==> config.mk <==
export PLATFORM = sky130hd
export DESIGN_NAME = pdm_array_flat
export DESIGN_NICKNAME = d
export VERILOG_FILES = /design/src/rtl/pdm_pkg.sv /design/src/rtl/pdm_array_if.sv /design/src/rtl/pdm_ch.sv /design/src/rtl/pdm_array.sv /design/src/flat_wrapper.sv
export SDC_FILE = /design/constraint.sdc
export NUM_CORES = 1
export LEC_CHECK = 0
export ABC_AREA = 1
export ABC_CLOCK_PERIOD_IN_PS = 3610
export BUFFER_PORTS_ARGS = -buffer_cell sky130_fd_sc_hd__buf_4
export CAP_MARGIN = 30
export CORE_ASPECT_RATIO = 0.8
export CORE_MARGIN = 4
export CORE_UTILIZATION = 30
export DETAILED_ROUTE_END_ITERATION = 7
export PLACE_DENSITY = 0.5
export REMOVE_ABC_BUFFERS = 1
export SLEW_MARGIN = 30
export SYNTH_ARGS = -nofsm -noshare
export SYNTH_HDL_FRONTEND = slang
export SYNTH_SLANG_ARGS = --single-unit
==> constraint.sdc <==
create_clock -name clk -period 3.61 [get_ports clk]
set_input_delay 0.722 -clock clk [delete_from_list [all_inputs] [get_ports clk]]
set_output_delay 0.722 -clock clk [all_outputs]
set_load 0.01 [all_outputs]
==> src/rtl/pdm_pkg.sv <==
// Shared defaults and per-channel state type for the PDM modulator array.
package pdm_pkg;

    localparam int PDM_DW = 8;
    localparam int PDM_CN = 4;

    // Per-channel state: error accumulator plus the density value latched at period start.
    typedef struct packed {
        logic [PDM_DW-1:0] acc;
        logic [PDM_DW-1:0] sh;
    } ch_state_t;

endpackage

==> src/rtl/pdm_array_if.sv <==
// Configuration, density inputs and modulated outputs of the PDM array.
interface pdm_array_if
    import pdm_pkg::*;
#(
    parameter int DW = PDM_DW,
    parameter int CN = PDM_CN
);

    logic                   cfg_en;
    logic [DW-1:0]          cfg_rng;
    logic [CN-1:0][DW-1:0]  dat;
    logic [CN-1:0]          pdm;
    logic                   sync;

    modport master (
        output cfg_en,
        output cfg_rng,
        output dat,
        input  pdm,
        input  sync
    );

    modport slave (
        input  cfg_en,
        input  cfg_rng,
        input  dat,
        output pdm,
        output sync
    );

endinterface

==> src/rtl/pdm_ch.sv <==
// One pulse-density channel: first-order error accumulator against period length rng.
module pdm_ch
    import pdm_pkg::*;
(
    input  logic              clk,
    input  logic              rstn,
    input  logic              clr,
    input  logic              start,
    input  logic [PDM_DW-1:0] rng,
    input  logic [PDM_DW-1:0] dat,
    output logic              pdm
);

    ch_state_t          st_reg;
    ch_state_t          st_next;
    logic               pdm_next;
    logic [PDM_DW-1:0]  v;
    logic [PDM_DW:0]    sum;

    always_comb begin
        // At period start the fresh (clamped) value is used directly, avoiding a period of latency.
        v        = start ? ((dat > rng) ? rng : dat) : st_reg.sh;
        sum      = {1'b0, st_reg.acc} + {1'b0, v};
        st_next  = st_reg;
        pdm_next = 1'b0;
        if (clr) begin
            st_next = '0;
        end else begin
            if (start) begin
                st_next.sh = v;
            end
            if (sum >= {1'b0, rng}) begin
                pdm_next   = 1'b1;
                // True difference is < rng, so the low bits alone are exact.
                st_next.acc = sum[PDM_DW-1:0] - rng;
            end else begin
                st_next.acc = sum[PDM_DW-1:0];
            end
        end
    end

    always_ff @(posedge clk or negedge rstn) begin
        if (!rstn) begin
            st_reg <= '0;
            pdm    <= 1'b0;
        end else begin
            st_reg <= st_next;
            pdm    <= pdm_next;
        end
    end

endmodule

==> src/rtl/pdm_array.sv <==
// Multi-channel PDM modulator: shared period counter and sync, one pdm_ch per channel.
module pdm_array
    import pdm_pkg::*;
#(
    parameter int DW = PDM_DW,
    parameter int CN = PDM_CN
) (
    input  logic        clk,
    input  logic        rstn,
    pdm_array_if.slave  bus
);

    logic [DW-1:0]  cnt_reg;
    logic [DW-1:0]  rng_reg;
    logic           act_reg;
    logic           sync_reg;
    logic           active;
    logic           restart;
    logic           start;
    logic           clr;
    logic [CN-1:0]  pdm_w;

    assign active  = bus.cfg_en && (bus.cfg_rng != '0);
    // A range change only counts as a restart if the previous cycle was already active.
    assign restart = active && act_reg && (bus.cfg_rng != rng_reg);
    assign start   = (cnt_reg == '0);
    assign clr     = !active || restart;

    always_ff @(posedge clk or negedge rstn) begin
        if (!rstn) begin
            cnt_reg  <= '0;
            rng_reg  <= '0;
            act_reg  <= 1'b0;
            sync_reg <= 1'b0;
        end else if (!active) begin
            cnt_reg  <= '0;
            act_reg  <= 1'b0;
            sync_reg <= 1'b0;
        end else if (restart) begin
            cnt_reg  <= '0;
            rng_reg  <= bus.cfg_rng;
            sync_reg <= 1'b0;
        end else begin
            cnt_reg  <= (cnt_reg == bus.cfg_rng - 1'b1) ? '0 : cnt_reg + 1'b1;
            rng_reg  <= bus.cfg_rng;
            act_reg  <= 1'b1;
            sync_reg <= start;
        end
    end

    generate
        for (genvar gi = 0; gi < CN; gi++) begin : g_ch
            pdm_ch u_ch (
                .clk   (clk),
                .rstn  (rstn),
                .clr   (clr),
                .start (start),
                .rng   (bus.cfg_rng),
                .dat   (bus.dat[gi]),
                .pdm   (pdm_w[gi])
            );
        end
    endgenerate

    assign bus.pdm  = pdm_w;
    assign bus.sync = sync_reg;

endmodule
==> src/flat_wrapper.sv <==
// flat-port wrapper written by rule: the top's interface ports become plain ports
module pdm_array_flat import pdm_pkg::*;
#(
    parameter int DW = PDM_DW,
    parameter int CN = PDM_CN
)
  (clk, rstn, bus_cfg_en, bus_cfg_rng, bus_dat, bus_pdm, bus_sync);
  pdm_array_if #(.DW(DW), .CN(CN)) bus_i ();
  input  logic clk;
  input  logic rstn;
  input wire logic [$bits(bus_i.cfg_en)-1:0] bus_cfg_en;
  input wire logic [$bits(bus_i.cfg_rng)-1:0] bus_cfg_rng;
  input wire logic [$bits(bus_i.dat)-1:0] bus_dat;
  output wire logic [$bits(bus_i.pdm)-1:0] bus_pdm;
  output wire logic [$bits(bus_i.sync)-1:0] bus_sync;
  assign bus_i.cfg_en = bus_cfg_en;
  assign bus_i.cfg_rng = bus_cfg_rng;
  assign bus_i.dat = bus_dat;
  assign bus_pdm = bus_i.pdm;
  assign bus_sync = bus_i.sync;
  pdm_array #(.DW(DW), .CN(CN)) u_core (.clk(clk), .rstn(rstn), .bus(bus_i));
endmodule
==> metrics.md <==
| Metric | Value |
|---|---|
| Arrival time worst endpoint | 4.39 ns |
| Routed WL | 27.07 mm |
| CP Max Fanout | 5 |
| Worst Skew | 0.008036 ns |
| Register area share after synthesis | 0.2653 |
| Fraction of layout cells with a size suffix above 1 | 0.4045 |
| Via count | 8406 |
| Setup tns final | -15.35 ns |
| GRT Total Usage | 0.1813 |
| Initial antenna violation count | 0 |
| Power density cells | approximately 730 nW/um2 |
| Clock slew at reported path FFs | 0.06 ns |
| Post-synthesis mux area share | 0 |
| Std-Cell Rows | 53 |
| H-tree Lvls | 3 |
| Fmax | 0.2431 GHz |
| Die Y | 155.1 um |
| Post-Syn Instances | ~1200 |
| Netlist Area Pre-Place | 8113 um2 |
| Port Buf Inserts | 47 |
| Avg Inst Size Synth | slightly below 7 um2 |
| Largest register FFs | 64 |
| CTS tree | done |
| Synth area leader | dfrtp_1 |
| Main combinational cell family by area after synthesis | simple AND/OR/NAND/NOR gates |
| Grt met3 use | 0.02782 |
| Multi-input logic area | 6459 um2 |
| Xor/xnor share of the synthesized area | 0.05074 |
| Core area | 26460 um2 |
| Synthesized-area fraction occupied by adder cells | 0.1801 |
| Drt via density | 4.598 |
| Per-cell routed wire length | 14.81 um |
| Hpwl dp | 19.77 mm |
| CP Capture Type | flop |
| Ys async rst share | 1.000 |
| Number of synthesized flops with an enable pin | 0 |
| Synth Area in Simple Gates | 0.3546 |
| Flop and latch count out of synthesis | 86 |
| Setup CP Type | input pin to flop |
| Critical Path RT | around 3.9 ns |
| Slew Limit Headroom | 0.6545 |
| NumNets Final | 1621 |
| Failing checks | negative setup slack |
| Fin cells | 1828 |
| DRC | 0 |
| Max-cap viol count | 0 |
| Kind of start point of the critical path | input pin |
| CP most frequent cell | nand2_2 |
| Fillers | 2635 |
| Clk_lat worst skew | 0.35 ns |
| Placed cells | 1767 |
| 1st-iter DRT viols | 380 |
| Fin. Hold Viols | 0 |
| Register area | 2152 um2 |
| Synth Flop Type | dfrtp_1 |
| Number of CTS-inserted buffers | 9 |
| Post-synth top area share | 0.2653 |
| Ys Warns | 0 |
| Die Area | 29750 um2 |
| GPL Wtd Cong | 0.8317 |
| Met2 Usage GRT | 0.3052 |
| Layer with the highest usage | met2 |
| Largest net degree at the start of global routing | 54 |
| Routed Antenna Nets | 0 |
| Synth cell count leaders | nand2_1, inv_1, nor2_1, nand3_1, ha_1 |
| CP peak stage delay | between 0.3 and 0.4 ns |
| Peak supply drop | 0.0003999 V |
| Final slew viol count | 0 |
| Slew @ Worst Pin | 0.5182 ns |
| Global-route wire length before repair | 42.72 mm |
| Vias in the first global route | 8239 |
| Max Buffers Root-to-Sink | 2 |
| Delay-heaviest family, CP | simple AND/OR/NAND/NOR gates |
| Setup ws final | -0.5044 ns |
| Hold Path Class | input pin to asynchronous set/reset pin |
| Top-count cell post-synth | nand2_1 |
| Root Buffer | clkbuf_16 |
| Final period util | 1.140 |
| Outcome | complete, but fails checks |
| Sink Count | 86 |
| Library cells used by synthesis | 37 |
| Die Wd | 191.9 um |
| GRT met1 Usage | 0.2478 |
| Number of I/O pins | 48 |
| Top cells by area, synth | dfrtp_1, ha_1, nand2_1, inv_1, nand3_1 |
| Worst Path Buf+Inv | 7 |
| Min Tclk post-route | 4.114 ns |
| Setup violators final | 36 |
| Lkg Pwr | 6.671 nW |
| Initial Utilization | 0.3066 |
| Compound-cell area share of the yosys netlist | 0.06015 |
| P&R area growth vs syn | 54.06% |
| RSZ-0062 raised after global routing | true |
| Final global-route overflow total | 0 |
| First-pass DRT Iterations | 4 |
| Critical path's slowest cell | fa_2 |
| ANT cells | 0 |
| Utilization after layout | 0.4724 |
[path summary, 6_finish.rpt]
kind / from / to / slack, ns / depth (start not counted)
worst max register to register: u_core.cnt_reg[0] / u_core.g_ch[1].u_ch.st_reg[12] / -0.32 / 24
min in group clk: u_core.rng_reg[7] / u_core.rng_reg[7] / 0.51 / 2
worst max-delay path: bus_cfg_rng[5] / u_core.g_ch[1].u_ch.st_reg[12] / -0.50 / 28
max in group asynchronous: rstn / u_core.g_ch[1].u_ch.st_reg[9] / 2.57 / 2
worst min-delay path: rstn / u_core.g_ch[0].u_ch.pdm / 0.33 / 1
worst min register to register: u_core.rng_reg[7] / u_core.rng_reg[7] / 0.51 / 2
[area by class of cell]
type                            count  share of cell area
Clock inverter                      3            0.007208
Timing Repair Buffer              308              0.1988
Multi-Input combinational cell    906              0.5168
Inverter                          155             0.04845
Clock buffer                       13             0.02082
Tap cell                          357             0.03574
Sequential cell                    86              0.1722
[cells by family (layout without fill, tap and decap cells)]
group                    after synthesis  after routing
AO/OA/AOI/OAI                         82             82
XOR/XNOR                              47             47
adder cells (fa/ha/maj)              112            112
buffers and inverters                179            479
flip-flops                            86             86
AND/OR/NAND/NOR                      663            665
[metal layers]
layer | routed length, um | up-vias
li1 | - | 4311
met1 | 12940 | 3952
met2 | 12730 | 123
met3 | 1079 | 20
met4 | 325 | 0
met5 | 0 | -
[what timing repair did]
item,4_1_cts,5_1_grt
hold endpoints to repair,0,0
pin swaps,91,102
gates cloned,2,0
resized for setup,191,104
setup buffers,39,11
endpoints found under the setup margin,36,37
hold buffers,0,0
[layout by cell type, fill, tap and decap left out, types with 16 or more instances in the layout]
master and count:
a21oi_1 25, buf_4 272, buf_6 30, dfrtp_1 86
ha_1 61, ha_4 40, inv_1 127, inv_2 21
nand2_1 263, nand2_2 71, nand3_1 94, nand4_1 18
nor2_1 111, or2_2 34, xnor2_1 21, xor2_1 16
[worst register-to-register path, stage by stage, from the launching register on]
cell and delay, ns:
dfrtp_1 0.38, inv_1 0.08, ha_1 0.16, nand3_1 0.15, nor2_4 0.29, buf_4 0.22, or2_2 0.12, nand2_1 0.07
inv_1 0.07, ha_2 0.17, inv_2 0.04, fa_2 0.36, buf_4 0.14, buf_4 0.12, xnor2_1 0.27, ha_1 0.32
a21oi_1 0.15, o21ai_1 0.11, nand2_1 0.09, nand2_2 0.07, nand2_4 0.11, nand3_4 0.12, nand2_2 0.09, nand2_2 0.05
nor2_2 0.12
[where the power goes]
| group | internal (W) | leakage [nW] | switching [W] | total, W |
|---|---|---|---|---|
| Combinational | 0.00335 | 5.35 | 0.00345 | 0.00679 |
| Sequential | 0.00113 | 1.15 | 0.0000979 | 0.00123 |
| Clock | 0.000716 | 0.170 | 0.000407 | 0.00112 |
| Total | 0.00519 | 6.67 | 0.00395 | 0.00914 |
[metrics by stage]
stage / instance area [um2] / hold slack [ns] / power [W] / setup WS [ns]
final: 12500 / 0.3348 / 0.009141 / -0.5044
after global routing: 12500 / 0.3765 / 0.009969 / -0.7638
after CTS: 12020 / 0.3571 / 0.008498 / -0.4131
after detailed placement: 10480 / 0.4970 / 0.006485 / -1.200
after global placement: 10480 / 0.4851 / 0.006457 / -1.093
after floorplan: 7974 / 0.4264 / 0.004350 / -0.9550
Power figures use the tool's default switching activity.
